File: src/rtl/core_pkg.sv
// Shared encodings for the RV32I decode stage: immediate selects, ALU ops,
// write-back selects, opcodes and the ID/EX control bundle.
package core_pkg;

    typedef enum logic [2:0] {
        IMM_NONE = 3'd0,
        IMM_I    = 3'd1,
        IMM_S    = 3'd2,
        IMM_B    = 3'd3,
        IMM_J    = 3'd4,
        IMM_U    = 3'd5
    } imm_sel_e;

    typedef enum logic [3:0] {
        ALU_ADD   = 4'd0,
        ALU_SUB   = 4'd1,
        ALU_SLL   = 4'd2,
        ALU_SLT   = 4'd3,
        ALU_SLTU  = 4'd4,
        ALU_XOR   = 4'd5,
        ALU_SRL   = 4'd6,
        ALU_SRA   = 4'd7,
        ALU_OR    = 4'd8,
        ALU_AND   = 4'd9,
        ALU_PASSB = 4'd10
    } alu_op_e;

    typedef enum logic [1:0] {
        WB_ALU = 2'd0,
        WB_MEM = 2'd1,
        WB_PC4 = 2'd2
    } wb_sel_e;

    localparam logic [6:0] OPC_LUI    = 7'b0110111;
    localparam logic [6:0] OPC_AUIPC  = 7'b0010111;
    localparam logic [6:0] OPC_JAL    = 7'b1101111;
    localparam logic [6:0] OPC_JALR   = 7'b1100111;
    localparam logic [6:0] OPC_BRANCH = 7'b1100011;
    localparam logic [6:0] OPC_LOAD   = 7'b0000011;
    localparam logic [6:0] OPC_STORE  = 7'b0100011;
    localparam logic [6:0] OPC_OP_IMM = 7'b0010011;
    localparam logic [6:0] OPC_OP     = 7'b0110011;
    localparam logic [6:0] OPC_FENCE  = 7'b0001111;
    localparam logic [6:0] OPC_SYSTEM = 7'b1110011;

    typedef struct packed {
        logic        valid;
        alu_op_e     alu_op;
        logic        alu_src_a;
        logic        alu_src_b;
        logic        mem_read;
        logic        mem_write;
        logic        reg_write;
        logic        branch;
        logic        jump;
        wb_sel_e     wb_sel;
        logic [4:0]  rd;
        logic [2:0]  funct3;
        logic        illegal;
    } id_ex_ctrl_t;

    localparam id_ex_ctrl_t CTRL_BUBBLE = '0;

endpackage

File: src/rtl/id_ctrl_if.sv
// Front-end / execute-side signals of the decode controller, bundled so the
// core and the bench connect through one port.
interface id_ctrl_if;

    logic [31:0] instr_i;
    logic        instr_valid_i;
    logic        ex_stall_i;
    logic        flush_i;
    logic [2:0]  imm_sel_o;
    logic        stall_if_o;
    logic        ex_valid_o;
    logic [3:0]  ex_alu_op_o;
    logic        ex_alu_src_a_o;
    logic        ex_alu_src_b_o;
    logic        ex_mem_read_o;
    logic        ex_mem_write_o;
    logic        ex_reg_write_o;
    logic        ex_branch_o;
    logic        ex_jump_o;
    logic [1:0]  ex_wb_sel_o;
    logic [4:0]  ex_rd_o;
    logic [2:0]  ex_funct3_o;
    logic        ex_illegal_o;

    modport master (
        output instr_i, instr_valid_i, ex_stall_i, flush_i,
        input  imm_sel_o, stall_if_o, ex_valid_o, ex_alu_op_o, ex_alu_src_a_o,
               ex_alu_src_b_o, ex_mem_read_o, ex_mem_write_o, ex_reg_write_o,
               ex_branch_o, ex_jump_o, ex_wb_sel_o, ex_rd_o, ex_funct3_o,
               ex_illegal_o
    );

    modport slave (
        input  instr_i, instr_valid_i, ex_stall_i, flush_i,
        output imm_sel_o, stall_if_o, ex_valid_o, ex_alu_op_o, ex_alu_src_a_o,
               ex_alu_src_b_o, ex_mem_read_o, ex_mem_write_o, ex_reg_write_o,
               ex_branch_o, ex_jump_o, ex_wb_sel_o, ex_rd_o, ex_funct3_o,
               ex_illegal_o
    );

endinterface

File: src/rtl/id_decode.sv
// Pure combinational RV32I opcode decoder: control bundle, immediate select,
// source-register usage and illegal-opcode flag.
module id_decode
    import core_pkg::*;
(
    input  logic [31:0] i_instr,
    output id_ex_ctrl_t o_ctrl,
    output imm_sel_e    o_imm_sel,
    output logic        o_use_rs1,
    output logic        o_use_rs2,
    output logic        o_illegal
);

    logic [6:0] w_opcode;
    logic [2:0] w_funct3;
    logic [4:0] w_rd;
    logic       w_alt;

    assign w_opcode = i_instr[6:0];
    assign w_funct3 = i_instr[14:12];
    assign w_rd     = i_instr[11:7];
    assign w_alt    = i_instr[30];

    // SUB only exists in the register form; the immediate form has no SUBI.
    function automatic alu_op_e alu_from_funct3(input logic [2:0] f3,
                                                input logic alt,
                                                input logic is_reg);
        alu_op_e op;
        case (f3)
            3'b000:  op = (is_reg && alt) ? ALU_SUB : ALU_ADD;
            3'b001:  op = ALU_SLL;
            3'b010:  op = ALU_SLT;
            3'b011:  op = ALU_SLTU;
            3'b100:  op = ALU_XOR;
            3'b101:  op = alt ? ALU_SRA : ALU_SRL;
            3'b110:  op = ALU_OR;
            default: op = ALU_AND;
        endcase
        return op;
    endfunction

    always_comb begin
        o_ctrl    = CTRL_BUBBLE;
        o_imm_sel = IMM_NONE;
        o_use_rs1 = 1'b1;
        o_use_rs2 = 1'b0;
        o_illegal = 1'b0;
        case (w_opcode)
            OPC_LUI: begin
                o_imm_sel        = IMM_U;
                o_ctrl.alu_op    = ALU_PASSB;
                o_ctrl.alu_src_b = 1'b1;
                o_ctrl.reg_write = 1'b1;
                o_use_rs1        = 1'b0;
            end
            OPC_AUIPC: begin
                o_imm_sel        = IMM_U;
                o_ctrl.alu_src_a = 1'b1;
                o_ctrl.alu_src_b = 1'b1;
                o_ctrl.reg_write = 1'b1;
                o_use_rs1        = 1'b0;
            end
            OPC_JAL: begin
                o_imm_sel        = IMM_J;
                o_ctrl.alu_src_a = 1'b1;
                o_ctrl.alu_src_b = 1'b1;
                o_ctrl.jump      = 1'b1;
                o_ctrl.wb_sel    = WB_PC4;
                o_ctrl.reg_write = 1'b1;
                o_use_rs1        = 1'b0;
            end
            OPC_JALR: begin
                o_imm_sel        = IMM_I;
                o_ctrl.alu_src_b = 1'b1;
                o_ctrl.jump      = 1'b1;
                o_ctrl.wb_sel    = WB_PC4;
                o_ctrl.reg_write = 1'b1;
            end
            OPC_BRANCH: begin
                o_imm_sel     = IMM_B;
                o_ctrl.alu_op = ALU_SUB;
                o_ctrl.branch = 1'b1;
                o_use_rs2     = 1'b1;
            end
            OPC_LOAD: begin
                o_imm_sel        = IMM_I;
                o_ctrl.alu_src_b = 1'b1;
                o_ctrl.mem_read  = 1'b1;
                o_ctrl.wb_sel    = WB_MEM;
                o_ctrl.reg_write = 1'b1;
            end
            OPC_STORE: begin
                o_imm_sel        = IMM_S;
                o_ctrl.alu_src_b = 1'b1;
                o_ctrl.mem_write = 1'b1;
                o_use_rs2        = 1'b1;
            end
            OPC_OP_IMM: begin
                o_imm_sel        = IMM_I;
                o_ctrl.alu_op    = alu_from_funct3(w_funct3, w_alt, 1'b0);
                o_ctrl.alu_src_b = 1'b1;
                o_ctrl.reg_write = 1'b1;
            end
            OPC_OP: begin
                o_ctrl.alu_op    = alu_from_funct3(w_funct3, w_alt, 1'b1);
                o_ctrl.reg_write = 1'b1;
                o_use_rs2        = 1'b1;
            end
            OPC_FENCE, OPC_SYSTEM: begin
                o_use_rs1 = 1'b0;
            end
            default: begin
                o_illegal = 1'b1;
            end
        endcase
        // x0 is hardwired, so a write to it is dropped at decode.
        if (!o_illegal) begin
            o_ctrl.valid  = 1'b1;
            o_ctrl.funct3 = w_funct3;
            if (w_rd == 5'd0) begin
                o_ctrl.reg_write = 1'b0;
            end
            o_ctrl.rd = o_ctrl.reg_write ? w_rd : 5'd0;
        end
    end

endmodule

File: src/rtl/id_ctrl.sv
// Decode-stage controller: load-use hazard detection, flush/stall/bubble
// arbitration and the ID/EX control register.
module id_ctrl
    import core_pkg::*;
(
    input  logic   clk,
    input  logic   rst_n,
    id_ctrl_if.slave bus
);

    id_ex_ctrl_t w_dec_ctrl;
    id_ex_ctrl_t w_issue;
    imm_sel_e    w_imm_sel;
    logic        w_use_rs1;
    logic        w_use_rs2;
    logic        w_illegal;
    logic        w_rs1_hit;
    logic        w_rs2_hit;
    logic        w_load_use;
    id_ex_ctrl_t r_ex;

    id_decode u_decode (
        .i_instr   (bus.instr_i),
        .o_ctrl    (w_dec_ctrl),
        .o_imm_sel (w_imm_sel),
        .o_use_rs1 (w_use_rs1),
        .o_use_rs2 (w_use_rs2),
        .o_illegal (w_illegal)
    );

    assign w_rs1_hit  = w_use_rs1 && (bus.instr_i[19:15] == r_ex.rd);
    assign w_rs2_hit  = w_use_rs2 && (bus.instr_i[24:20] == r_ex.rd);
    assign w_load_use = r_ex.valid && r_ex.mem_read && (r_ex.rd != 5'd0) &&
                        bus.instr_valid_i && (w_rs1_hit || w_rs2_hit);

    always_comb begin
        w_issue         = w_dec_ctrl;
        w_issue.valid   = w_dec_ctrl.valid && bus.instr_valid_i;
        w_issue.illegal = w_illegal && bus.instr_valid_i;
    end

    // Flush outranks the EX stall: the killed instruction must never be held.
    always_ff @(posedge clk or negedge rst_n) begin
        if (!rst_n) begin
            r_ex <= CTRL_BUBBLE;
        end else if (bus.flush_i) begin
            r_ex <= CTRL_BUBBLE;
        end else if (bus.ex_stall_i) begin
            r_ex <= r_ex;
        end else if (w_load_use) begin
            r_ex <= CTRL_BUBBLE;
        end else begin
            r_ex <= w_issue;
        end
    end

    // Reset drops the front-end stall immediately, even while EX is stalled.
    assign bus.stall_if_o = rst_n && !bus.flush_i &&
                            (bus.ex_stall_i || w_load_use);
    assign bus.imm_sel_o  = bus.instr_valid_i ? w_imm_sel : IMM_NONE;

    assign bus.ex_valid_o     = r_ex.valid;
    assign bus.ex_alu_op_o    = r_ex.alu_op;
    assign bus.ex_alu_src_a_o = r_ex.alu_src_a;
    assign bus.ex_alu_src_b_o = r_ex.alu_src_b;
    assign bus.ex_mem_read_o  = r_ex.mem_read;
    assign bus.ex_mem_write_o = r_ex.mem_write;
    assign bus.ex_reg_write_o = r_ex.reg_write;
    assign bus.ex_branch_o    = r_ex.branch;
    assign bus.ex_jump_o      = r_ex.jump;
    assign bus.ex_wb_sel_o    = r_ex.wb_sel;
    assign bus.ex_rd_o        = r_ex.rd;
    assign bus.ex_funct3_o    = r_ex.funct3;
    assign bus.ex_illegal_o   = r_ex.illegal;

endmodule

File: src/flat_wrapper.sv
// flat-port wrapper written by rule: the top's interface ports become plain ports
module id_ctrl_flat import core_pkg::*;
  (clk, rst_n, bus_instr_i, bus_instr_valid_i, bus_ex_stall_i, bus_flush_i, bus_imm_sel_o, bus_stall_if_o, bus_ex_valid_o, bus_ex_alu_op_o, bus_ex_alu_src_a_o, bus_ex_alu_src_b_o, bus_ex_mem_read_o, bus_ex_mem_write_o, bus_ex_reg_write_o, bus_ex_branch_o, bus_ex_jump_o, bus_ex_wb_sel_o, bus_ex_rd_o, bus_ex_funct3_o, bus_ex_illegal_o);
  id_ctrl_if bus_i ();
  input  logic clk;
  input  logic rst_n;
  input wire logic [$bits(bus_i.instr_i)-1:0] bus_instr_i;
  input wire logic [$bits(bus_i.instr_valid_i)-1:0] bus_instr_valid_i;
  input wire logic [$bits(bus_i.ex_stall_i)-1:0] bus_ex_stall_i;
  input wire logic [$bits(bus_i.flush_i)-1:0] bus_flush_i;
  output wire logic [$bits(bus_i.imm_sel_o)-1:0] bus_imm_sel_o;
  output wire logic [$bits(bus_i.stall_if_o)-1:0] bus_stall_if_o;
  output wire logic [$bits(bus_i.ex_valid_o)-1:0] bus_ex_valid_o;
  output wire logic [$bits(bus_i.ex_alu_op_o)-1:0] bus_ex_alu_op_o;
  output wire logic [$bits(bus_i.ex_alu_src_a_o)-1:0] bus_ex_alu_src_a_o;
  output wire logic [$bits(bus_i.ex_alu_src_b_o)-1:0] bus_ex_alu_src_b_o;
  output wire logic [$bits(bus_i.ex_mem_read_o)-1:0] bus_ex_mem_read_o;
  output wire logic [$bits(bus_i.ex_mem_write_o)-1:0] bus_ex_mem_write_o;
  output wire logic [$bits(bus_i.ex_reg_write_o)-1:0] bus_ex_reg_write_o;
  output wire logic [$bits(bus_i.ex_branch_o)-1:0] bus_ex_branch_o;
  output wire logic [$bits(bus_i.ex_jump_o)-1:0] bus_ex_jump_o;
  output wire logic [$bits(bus_i.ex_wb_sel_o)-1:0] bus_ex_wb_sel_o;
  output wire logic [$bits(bus_i.ex_rd_o)-1:0] bus_ex_rd_o;
  output wire logic [$bits(bus_i.ex_funct3_o)-1:0] bus_ex_funct3_o;
  output wire logic [$bits(bus_i.ex_illegal_o)-1:0] bus_ex_illegal_o;
  assign bus_i.instr_i = bus_instr_i;
  assign bus_i.instr_valid_i = bus_instr_valid_i;
  assign bus_i.ex_stall_i = bus_ex_stall_i;
  assign bus_i.flush_i = bus_flush_i;
  assign bus_imm_sel_o = bus_i.imm_sel_o;
  assign bus_stall_if_o = bus_i.stall_if_o;
  assign bus_ex_valid_o = bus_i.ex_valid_o;
  assign bus_ex_alu_op_o = bus_i.ex_alu_op_o;
  assign bus_ex_alu_src_a_o = bus_i.ex_alu_src_a_o;
  assign bus_ex_alu_src_b_o = bus_i.ex_alu_src_b_o;
  assign bus_ex_mem_read_o = bus_i.ex_mem_read_o;
  assign bus_ex_mem_write_o = bus_i.ex_mem_write_o;
  assign bus_ex_reg_write_o = bus_i.ex_reg_write_o;
  assign bus_ex_branch_o = bus_i.ex_branch_o;
  assign bus_ex_jump_o = bus_i.ex_jump_o;
  assign bus_ex_wb_sel_o = bus_i.ex_wb_sel_o;
  assign bus_ex_rd_o = bus_i.ex_rd_o;
  assign bus_ex_funct3_o = bus_i.ex_funct3_o;
  assign bus_ex_illegal_o = bus_i.ex_illegal_o;
  id_ctrl u_core (.clk(clk), .rst_n(rst_n), .bus(bus_i));
endmodule
File: config.mk
export PLATFORM = sky130hd
export DESIGN_NAME = id_ctrl_flat
export DESIGN_NICKNAME = d
export VERILOG_FILES = /design/src/rtl/core_pkg.sv /design/src/rtl/id_ctrl_if.sv /design/src/rtl/id_decode.sv /design/src/rtl/id_ctrl.sv /design/src/flat_wrapper.sv
export SDC_FILE = /design/constraint.sdc
export NUM_CORES = 1
export LEC_CHECK = 0
export BUFFER_PORTS_ARGS = -buffer_cell sky130_fd_sc_hd__buf_2
export CAP_MARGIN = 30
export CORE_MARGIN = 2
export CORE_UTILIZATION = 44
export CTS_BUF_LIST = sky130_fd_sc_hd__clkbuf_4
export CTS_CLUSTER_DIAMETER = 120
export DETAILED_ROUTE_END_ITERATION = 12
export PLACE_DENSITY = 0.87
export SYNTH_ARGS = -nofsm -noshare
export SYNTH_HDL_FRONTEND = slang
export SYNTH_SLANG_ARGS = --single-unit
File: constraint.sdc
create_clock -name clk -period 2 [get_ports clk]
set_input_delay 0.4 -clock clk [delete_from_list [all_inputs] [get_ports clk]]
set_output_delay 0.4 -clock clk [all_outputs]
set_load 0.005 [all_outputs]
* Yosys cells after proc, flatten, opt, wreduce, memory -nomap -nowiden
Cells that the tools add are included.
** Operators by class
- Eq/ne operators :: 20
- Muxes and demuxes :: 27
- Reduce and logical (&&, ||, !) cells :: 25
** Operators by type and width (count)
- 23-bit 2-to-1 mux :: 3
- 4-bit one-hot mux with 7 select lines :: 2
- 7-bit equality test (second input constant) :: 4
- 7-bit by 6-bit equality test with 1-bit output (second input constant) :: 3
- 1-bit 2-to-1 mux :: 16
- 4-bit one-hot mux with 4 select lines :: 1
- 3-bit one-hot mux with 5 select lines :: 1
- 7-bit by 5-bit equality test with 1-bit output (second input constant) :: 2
- 7-bit OR reduction :: 2
- 11-bit OR reduction :: 1
- 5-bit equality test :: 2
- 1-bit logical AND :: 10
- 3-bit equality test (second input constant) :: 3
- 8-bit 2-to-1 mux :: 1
- 7-bit by 2-bit equality test with 1-bit output (second input constant) :: 1
- 7-bit by 4-bit equality test with 1-bit output (second input constant) :: 1
- 3-bit by 2-bit equality test with 1-bit output (second input constant) :: 2
- 2-bit OR reduction :: 3
- 3-bit OR reduction :: 2
- 5-bit logical NOT :: 1
- 5-bit 2-to-1 mux :: 1
- 5-bit nonzero test :: 1
- 5-bit OR reduction :: 1
- 2-bit one-hot mux with 2 select lines :: 1
- 6 further kinds :: 7
** Storage, ports and cells
- Flip-flop bits (word level) :: 23
- Input port bits :: 37

* Depth between registers and ports, before layout
Gate-level depths: netlist of the first run.
- Word-level depth :: 10
- Mapped depth :: 7
- Mapped depth without buffers :: 5

* Hierarchy
Synthesis of the first run repeated with hierarchy kept, for this count alone.
** Second synthesis, totals
- Cell total of the unflattened synthesis :: 185
- Area, all modules :: 1701.6 sq um
** By module, submodules not included
- id_ctrl :: times used 1, cells an instance 104, area an instance 1179.9 sq um, sequential area each 575.6 sq um
- id_decode :: times used 1, cells an instance 81, area an instance 521.8 sq um, sequential area each 0.0 sq um

* Worst setup path after synthesis of the first run
No wires, ideal clock.
- Path type :: input to output
- Start point :: in bus_instr_i[3]
- End point :: out bus_stall_if_o
- Data arrival time :: 1.626 ns
- Data required time :: 1.600 ns
- Setup slack :: -0.026 ns
- Stages on the path :: 6
- Cells stage by stage :: buf_2 -> nand3b_1 -> a21oi_1 -> or4_4 -> a21oi_2 -> and3b_1
** Between the ends
- Cells in the longest elaborated chain, start to end :: 8
- Elaborated cells on any way between the ends :: 18
- Those cells by class :: eq/ne (8); mux (2); reduce/logical (8)
** Ends and longest elaborated chain
- start: declaration :: RTL line flat_wrapper.sv:7 : input wire logic [$bits(bus_i.instr_i)-1:0] bus_instr_i;
- 7-bit equality test (tied with other cells) :: RTL line id_decode.sv:48 : case (w_opcode)
- 5-bit OR reduction (no line) or 3-bit OR reduction (tied branches)
- 1-bit 2-to-1 mux :: RTL line id_decode.sv:48
- 1-bit logical AND, on equally long branches :: RTL line id_ctrl.sv:31, id_ctrl.sv:32
- 1-bit logical OR * :: RTL line id_ctrl.sv:34 : bus.instr_valid_i && (w_rs1_hit || w_rs2_hit);
- 1-bit logical AND * :: RTL line id_ctrl.sv:34
- 1-bit logical OR * :: RTL line id_ctrl.sv:59 : (bus.ex_stall_i || w_load_use);
- 1-bit logical AND * :: RTL line id_ctrl.sv:58 : assign bus.stall_if_o = rst_n && !bus.flush_i &&
- end: declaration :: RTL line flat_wrapper.sv:12 : output wire logic [$bits(bus_i.stall_if_o)-1:0] bus_stall_if_o;
Every way passes the cells marked *; elsewhere a longest branch is shown, timed or not.

* Worst setup path after layout of the first run
- Start point :: reg u_core.r_ex (netlist bit u_core.bus.ex_rd_o[4])
- End point :: out bus_stall_if_o
** Between the ends
- Cells in the longest elaborated chain, start to end :: 6
- Elaborated cells on any way between the ends :: 11
- Those cells by class :: eq/ne (2); reduce/logical (9)
** Ends and longest elaborated chain
- start: declaration :: RTL line id_ctrl.sv:20 : id_ex_ctrl_t r_ex;
- start signal: assignment :: RTL line id_ctrl.sv:49 : r_ex <= r_ex;
- start signal: assignment :: RTL line id_ctrl.sv:53 : r_ex <= w_issue;
- 5-bit equality test (tied with other cells) :: RTL line id_ctrl.sv:31 : assign w_rs1_hit = w_use_rs1 && (bus.instr_i[19:15] == r_ex.rd);
- 1-bit logical AND, on equally long branches :: RTL line id_ctrl.sv:31, id_ctrl.sv:32, id_ctrl.sv:33
- 1-bit logical OR or 1-bit logical AND (tied branches) :: RTL line id_ctrl.sv:34, id_ctrl.sv:33
- 1-bit logical AND * :: RTL line id_ctrl.sv:34
- 1-bit logical OR * :: RTL line id_ctrl.sv:59
- 1-bit logical AND * :: RTL line id_ctrl.sv:58
Marks and branches as above.

==> impl_summary.md, run 1 <==
Die
The chip width is 61.2 µm. The initial utilization of the core area, before any placement, comes to 0.468. The core outline area is 3080 µm². The die height is 61.2 µm.

The floorplan has 20 rows. The die covers 3750 µm². The I/O pin total is 64.

Timing
Subtracting the final worst setup slack from the clock period gives 2410 ps. Setup repair after global routing could not meet its margin everywhere. The total of endpoints with negative setup slack in the final report is 2.

The setup total negative slack is -411 ps. The hold violation count in the final report is 0. Once routing completed, OpenROAD measured the worst setup slack at -408 ps. The worst clock skew is 6.50 ps. The worst-case headroom to the max-slew limit is 0.656. The max-slew violation total from the final report is 0. Timing would allow up to 0.415 GHz.

The transition time of the tightest slew-check pin is 515 ps. The final clock period utilization by the worst path is 1.20.

Clock tree
At the later pin of the worst-skew pair, clock insertion delay measures 320 ps. Clock-pin slew was measured on the worst setup and hold paths at 130 ps. The buffer levels on the longest clock path is 2. The cell chosen for the clock root is sky130_fd_sc_hd__clkbuf_4. Counting every sink on the clock net gives 22. Clock tree synthesis inserted a total of 3 buffers. TritonCTS built the clock tree. The number of H-tree levels is 1. The cts-stage hold buffer count is 0.

Synth
The synthesized area is 1440 µm². The number of enable flip-flop cells after synthesis is 0. The cell accounting for the most synthesized area is sky130_fd_sc_hd__dfrtp_1. For this run, asynchronously set or reset flops after synthesis account for 1.00. When the netlist entered floorplanning its net count stood at 218.

A synthesized cell averages 7.96 µm². For this run, the register share of the synthesized area comes to 0.382. Counting flops and latches in the post-synthesis netlist gives 22.

Of the post-synthesis cell area, the dominant cell type holds 0.382. Sorting the synthesized cells by area gives the leading types as sky130_fd_sc_hd__dfrtp_1 (38%), sky130_fd_sc_hd__nand2_1 (11%), sky130_fd_sc_hd__o21ai_0 (6.3%), sky130_fd_sc_hd__o31ai_1 (4.2%), sky130_fd_sc_hd__a21oi_1 (3.8%). For this run, the number of Yosys warnings is 0.

The number of distinct library cells after synthesis is 39. The cell count after synthesis came out at 181. The main flop type after synthesis is sky130_fd_sc_hd__dfrtp_1.

Place
Input and output buffers added on the ports amount to 57. After legalization and detailed placement, the total HPWL measured 3.23 mm. The global placer's final weighted congestion is 0.907.

Layout
The synthesis-to-finish area growth is 44.5%. The net count of the finished layout is 304. The flip-flop count of the largest register, all copies and words added is 5. The share of cells above drive strength 1 is 0.406. The most common library cell in the layout ignoring fill and taps is sky130_fd_sc_hd__buf_2. The number of fill cells is 256. The antenna diode count is 0.

The area taken by multi-input logic gates is 858 µm². At the end of the flow the core is filled with cells to 0.677. The top cell types in the final layout, fill and taps aside, are sky130_fd_sc_hd__buf_2 (57), sky130_fd_sc_hd__nand2_1 (42), sky130_fd_sc_hd__buf_4 (33). The area taken by flip-flops and latches is 551 µm².

Critical path
The type of element launching the critical path is a register. The highest net fanout along the worst path is 3. The reg-to-reg endpoint is u_core.bus.ex_reg_write_o.

The worst register-to-register path begins at u_core.bus.ex_rd_o[4]. The arrival time reported for the critical path endpoint is 2010 ps. The setup check on the worst reg-to-reg path leaves a slack of 0 ps. The required time at the worst-slack endpoint is 1600 ps.

The critical setup path kind is register to primary output. The type of element capturing the critical path is a primary output. Counting cells, the worst reg-to-reg path comes to 8.

Global routing
The number of global-route vias before repair is 1480. The first global-routing pass estimated 6.69 mm of wire. Summed over all layers, the global routing overflow is 0.

Across every metal layer, demand over resource in global routing totals 0.243. The initial antenna violation count is 0. Entering global routing, the biggest net connects 23 pins.

Status
The final reports fail on setup timing. The run finished, with violations left.

Route
The wire length reported by the detailed router is 4.28 mm. The total vias in the final route is 1660. The length of the first detailed-routing pass in iterations is 4. The final antenna-violating net count is 0.

The routed length per placed instance is 13.8 µm. In the routed design, unresolved DRC markers number 0. The first-iteration detailed-routing DRC count is 84. The via-per-instance ratio is 5.35.

Power
Across the VDD grid, the largest voltage drop is 268 µV. The areal power density over the cells is 495 nW/µm². Of the total power, the clock network draws 0.338. The leakage power is 1.02 nW.

In this run the power spent charging and discharging nets is 0.273 mW. Of the total power, the share spent switching nets is 0.265. The design draws 1.03 mW. The share of total power dissipated in combinational logic is 0.220.

The portion of total power attributed to sequential cells is 0.442. The internal power is 0.758 mW.

Min path
The worst hold path belongs to the class input pin to async pin.

Flow run
Max-cap violations in this run came to 0.
what timing repair did:
action / 4_1_cts / 5_1_grt
endpoints found under the setup margin: 1 / 17
endpoints found under the hold margin: 0 / 0
setup buffers: 3 / 2
gates resized for setup: 1 / 13
pin swaps: 7 / 7
power groups by stage:
stage | registers [mW] | clock network (mW) | logic (mW)
global route | 0.457 | 0.385 | 0.248
global placement | 0.464 | 0 | 0.204
CTS | 0.455 | 0.351 | 0.213
floorplan | 0.465 | 0 | 0.0990
detailed placement | 0.464 | 0 | 0.208
finish | 0.455 | 0.348 | 0.227
final cells by class:
type,instances,area share
Clock buffer,3,0.0108
Clock inverter,1,0.0144
Inverter,3,0.00541
Multi-Input combinational cell,145,0.412
Sequential cell,22,0.264
Tap cell,44,0.0264
Timing Repair Buffer,92,0.267
per-layer routing:
metal	track usage	vias to the layer above	part of all wire
met3	0.0378	10	0.079
met1	0.344	754	0.43
met2	0.380	88	0.47
met4	0.0807	0	0.021
li1	-	808	-
met5	0	-	0
synthesized netlist by cell type (3+ instances only):
| library cell | number |
|---|---|
| sky130_fd_sc_hd__nand2_1 | 42 |
| sky130_fd_sc_hd__nor2b_1 | 4 |
| sky130_fd_sc_hd__xnor2_1 | 5 |
| sky130_fd_sc_hd__clkbuf_1 | 6 |
| sky130_fd_sc_hd__buf_4 | 3 |
| sky130_fd_sc_hd__o31ai_1 | 8 |
| sky130_fd_sc_hd__nand3_1 | 8 |
| sky130_fd_sc_hd__xor2_1 | 5 |
| sky130_fd_sc_hd__nor2_1 | 10 |
| sky130_fd_sc_hd__dfrtp_1 | 22 |
| sky130_fd_sc_hd__inv_1 | 3 |
| sky130_fd_sc_hd__nor3_1 | 6 |
| sky130_fd_sc_hd__a211oi_1 | 3 |
| sky130_fd_sc_hd__a21oi_1 | 11 |
| sky130_fd_sc_hd__o21ai_0 | 18 |
critical path, stage by stage (launching register included):
cell,delay [ps]
sky130_fd_sc_hd__dfrtp_1,450
sky130_fd_sc_hd__xnor2_2,170
sky130_fd_sc_hd__nand3_1,80
sky130_fd_sc_hd__or4_4,510
sky130_fd_sc_hd__a21oi_4,170
sky130_fd_sc_hd__and3b_1,190
sky130_fd_sc_hd__buf_2,120
per-stage QoR:
| stage | instances | hold slack (ps) | worst slack, ps | instance area (µm²) |
|---|---|---|---|---|
| after floorplan | 181 | 104 | 20.5 | 1450 |
| after global placement | 301 | 431 | -128 | 1950 |
| after detailed placement | 301 | 436 | -148 | 1950 |
| after CTS | 308 | 78.0 | -368 | 2030 |
| after global routing | 310 | 76.4 | -520 | 2080 |
| final | 310 | 91.0 | -408 | 2080 |
cells by family after synthesis:
group	share of synthesized area
flip-flops	0.382
XOR/XNOR	0.0608
buffers and inverters	0.0503
AO/OA/AOI/OAI	0.223
AND/OR/NAND/NOR	0.284
worst max-delay path by stage:
stage	start	end	slack, ps	depth (start not counted)
5_1_grt	u_core.bus.ex_rd_o[0]	bus_stall_if_o	-520	6
4_1_cts	u_core.bus.ex_rd_o[4]	bus_stall_if_o	-370	6
2_1_floorplan	u_core.bus.ex_rd_o[0]	bus_stall_if_o	20	5
3_5_place_dp	bus_instr_i[4]	bus_stall_if_o	-150	7
3_3_place_gp	bus_instr_i[3]	bus_stall_if_o	-130	7
6_report	u_core.bus.ex_rd_o[4]	bus_stall_if_o	-410	6
(Power assumes the default switching activity.)
==> run 2: changes to the inputs <==
--- a/config.mk
+++ b/config.mk
@@ -7,6 +7,7 @@
 export LEC_CHECK = 0
 export BUFFER_PORTS_ARGS = -buffer_cell sky130_fd_sc_hd__buf_2
 export CAP_MARGIN = 30
+export CORE_ASPECT_RATIO = 0.7
 export CORE_MARGIN = 2
 export CORE_UTILIZATION = 44
 export CTS_BUF_LIST = sky130_fd_sc_hd__clkbuf_4
==> impl_summary.md, run 2 (synthesized netlist as in run 1, its figures left out) <==
Route
The total vias in the final route is 1656 (-0.24%). The final antenna-violating net count is 0 (unchanged). The wire length reported by the detailed router was 4.23 mm (-1.3%). The via-per-instance ratio was 5.56 (+3.8%). The number of design rule violations left after detail routing is 0 (unchanged).

The met3 wire length is 426 µm (+26%). The routed length per placed instance is 14.2 µm (+2.7%). The detailed-route wire length on metal 1 is 1.94 mm (+4.6%). The first-iteration detailed-routing DRC count is 86 (+2.4%). The highest layer touched by signal routing is met4.

The total met2 wirelength after detailed routing was 1.83 mm (-8.5%). The length of the first detailed-routing pass in iterations is 4 (unchanged).

Die
The core outline area came to 3150 µm² (+2.3%). The die height came to 51.9 µm (-15%). The full die area is 3760 µm² (+0.19%). The number of rows created at floorplan is 17 (-15%). The initial core utilization is 0.458 (-0.0104). The I/O pin total is 64 (unchanged). The chip width is 72.4 µm (+18%).

Timing
Setup repair after global routing could not meet its margin everywhere. The shortest clock period the worst path allows after layout was 2390 ps (-18.0 ps). The hold violation count in the final report is 0 (unchanged). The max-slew violation total from the final report is 0 (unchanged). The transition time of the tightest slew-check pin was 447 ps (-67.6 ps). The setup total negative slack came to -390 ps (+21.4 ps). The final clock period utilization by the worst path is 1.19 (-0.00901). The worst setup slack after layout came to -390 ps (+18.0 ps). The worst-case headroom to the max-slew limit came to 0.700 (+0.0440). The total of endpoints with negative setup slack in the final report is 1 (-1). The top achievable clock speed was 0.418 GHz (+0.75%).

The worst clock skew is 4.17 ps (-2.33 ps).

Min path
The path class of the lowest-slack min-delay path is input pin to async pin.

Global routing
The initial antenna violation count is 0 (unchanged). The number of global-route vias before repair was 1459 (-1.4%). The global routing usage summed across all routing layers is 0.241 (-0.00233). The global-route wire length before repair is 6.84 mm (+2.2%). The remaining global-route overflow came to 0 (unchanged). The maximum number of pins on one net before global-route repair is 23 (unchanged).

Layout
The flip-flop count of the largest register, all copies and words added is 5 (unchanged). The final non-filler cell total is 298 (-3.9%). The number of fill cells was 288 (+13%). In the layout the commonest cells are sky130_fd_sc_hd__buf_2 (57), sky130_fd_sc_hd__nand2_1 (42), sky130_fd_sc_hd__buf_4 (27). The synthesis-to-finish area growth is 40.6%. Leaving out fill and tap cells, the most frequent cell in the layout is sky130_fd_sc_hd__buf_2. The antenna diode count is 0 (unchanged). The number of nets in the layout came to 298 (-2.0%). The share of cells above drive strength 1 came to 0.385 (-0.0214).

Critical path
The type of element launching the critical path is a register. STA classifies the critical path endpoint as a primary output. The maximum single-stage delay on the critical path is 560 ps (+50 ps). In this run the worst setup path begins at u_core.bus.ex_rd_o[2]. The arrival time reported for the critical path endpoint is 1990 ps (-20 ps). The highest net fanout along the worst path is 2 (-1). The reg-to-reg endpoint is u_core.bus.ex_valid_o. The critical setup path kind is register to primary output. The startpoint of the worst-slack reg-to-reg timing path is u_core.bus.ex_rd_o[4]. The logic depth of the worst register-to-register path is 8 (unchanged). The critical path goes through xnor2_2 -> nand2_1 -> or4_4 -> a21oi_4 -> and3b_1 -> buf_2. The required time at the worst-slack endpoint is 1600 ps (about the same). The cell with the largest stage delay on the worst path is sky130_fd_sc_hd__or4_4. The slack of the worst reg-to-reg path is 60 ps (+60 ps).

Clock tree
The total CTS buffers came to 3 (unchanged). The cts-stage hold buffer count is 0 (unchanged). The clock slew at the register clock pins of the worst setup and hold paths is 130 ps (about the same).

The number of H-tree levels is 1 (unchanged). The tree is rooted in a sky130_fd_sc_hd__clkbuf_4. The later-pin clock latency in the skew report was 330 ps (about the same). The buffer levels on the longest clock path is 2 (unchanged).

The CTS tree is done. The number of clock sinks is 22 (unchanged).

Status
The checks that failed: setup timing. The run finished, with violations left.

Flow run
The number of violations of the max-capacitance limit is 0 (unchanged).

Place
The global placer's final weighted congestion is 0.838 (-7.7%). The cell total after placement was 293 (-2.7%). The number of buffers inserted by port buffering is 57 (unchanged). The detailed placer's ending HPWL came to 3.29 mm (+1.8%).

Power
The highest ir drop seen on vdd is 348 µV (+30%). The areal power density over the cells is 506 nW/µm² (+2.3%). The total design power is 1.03 mW (-0.44%). The leakage power is 0.987 nW (-3.3%).
==> run 2: metrics by stage <==
step	hold WS (ps)	instance area, µm²	worst slack (ps)	utilization
6_report	42.3	2030	-390	0.644
5_1_grt	47.5	2030	-461	0.644
4_1_cts	52.7	2020	-379	0.641
3_5_place_dp	411	1940	-156	0.617
3_3_place_gp	413	1940	-118	0.617
2_1_floorplan	104	1450	20.5	-
==> run 2: cell type report <==
class                           count  area, µm²  share of cell area
Multi-Input combinational cell    145        846               0.417
Clock inverter                      1       30.0              0.0148
Timing Repair Buffer               86        519               0.256
Inverter                            3       11.3             0.00556
Clock buffer                        3       22.5              0.0111
Sequential cell                    22        551               0.272
Tap cell                           38       47.5              0.0235
==> run 2: worst max path at each step <==
stage / to / slack [ps] / depth (start not counted)
finish: bus_stall_if_o / -390 / 6
global route: bus_stall_if_o / -460 / 8
CTS: bus_stall_if_o / -380 / 8
detailed placement: bus_stall_if_o / -160 / 7
global placement: bus_stall_if_o / -120 / 7
floorplan: bus_stall_if_o / 20 / 5
==> run 2: repair_timing <==
item / CTS / global route
endpoints found under the hold margin: 0 / 0
gates resized for setup: 3 / 2
endpoints found under the setup margin: 2 / 13
buffers inserted: 1 / 0
pin swaps: 4 / 1
==> run 2: per-layer routing <==
| metal | vias to the layer above | global-route usage |
|---|---|---|
| met5 | - | 0 |
| met4 | 0 | 0.0556 |
| met2 | 87 | 0.367 |
| met1 | 759 | 0.343 |
| met3 | 8 | 0.0620 |
| li1 | 802 | - |
==> run 2: critical path, delay by kind of cell (launching register included) <==
family,cells,cell delay (ps)
AOI/OAI and AO/OA,1,160
xor gates and xnor gates,1,170
buffers and inverters,1,100
DFF,1,430
and+or+nand+nor,3,790
==> run 2: power breakdown <==
| group | internal (mW) | switching (mW) |
|---|---|---|
| clock network | 0.203 | 0.151 |
| logic | 0.0983 | 0.119 |
| registers | 0.451 | 0.00398 |
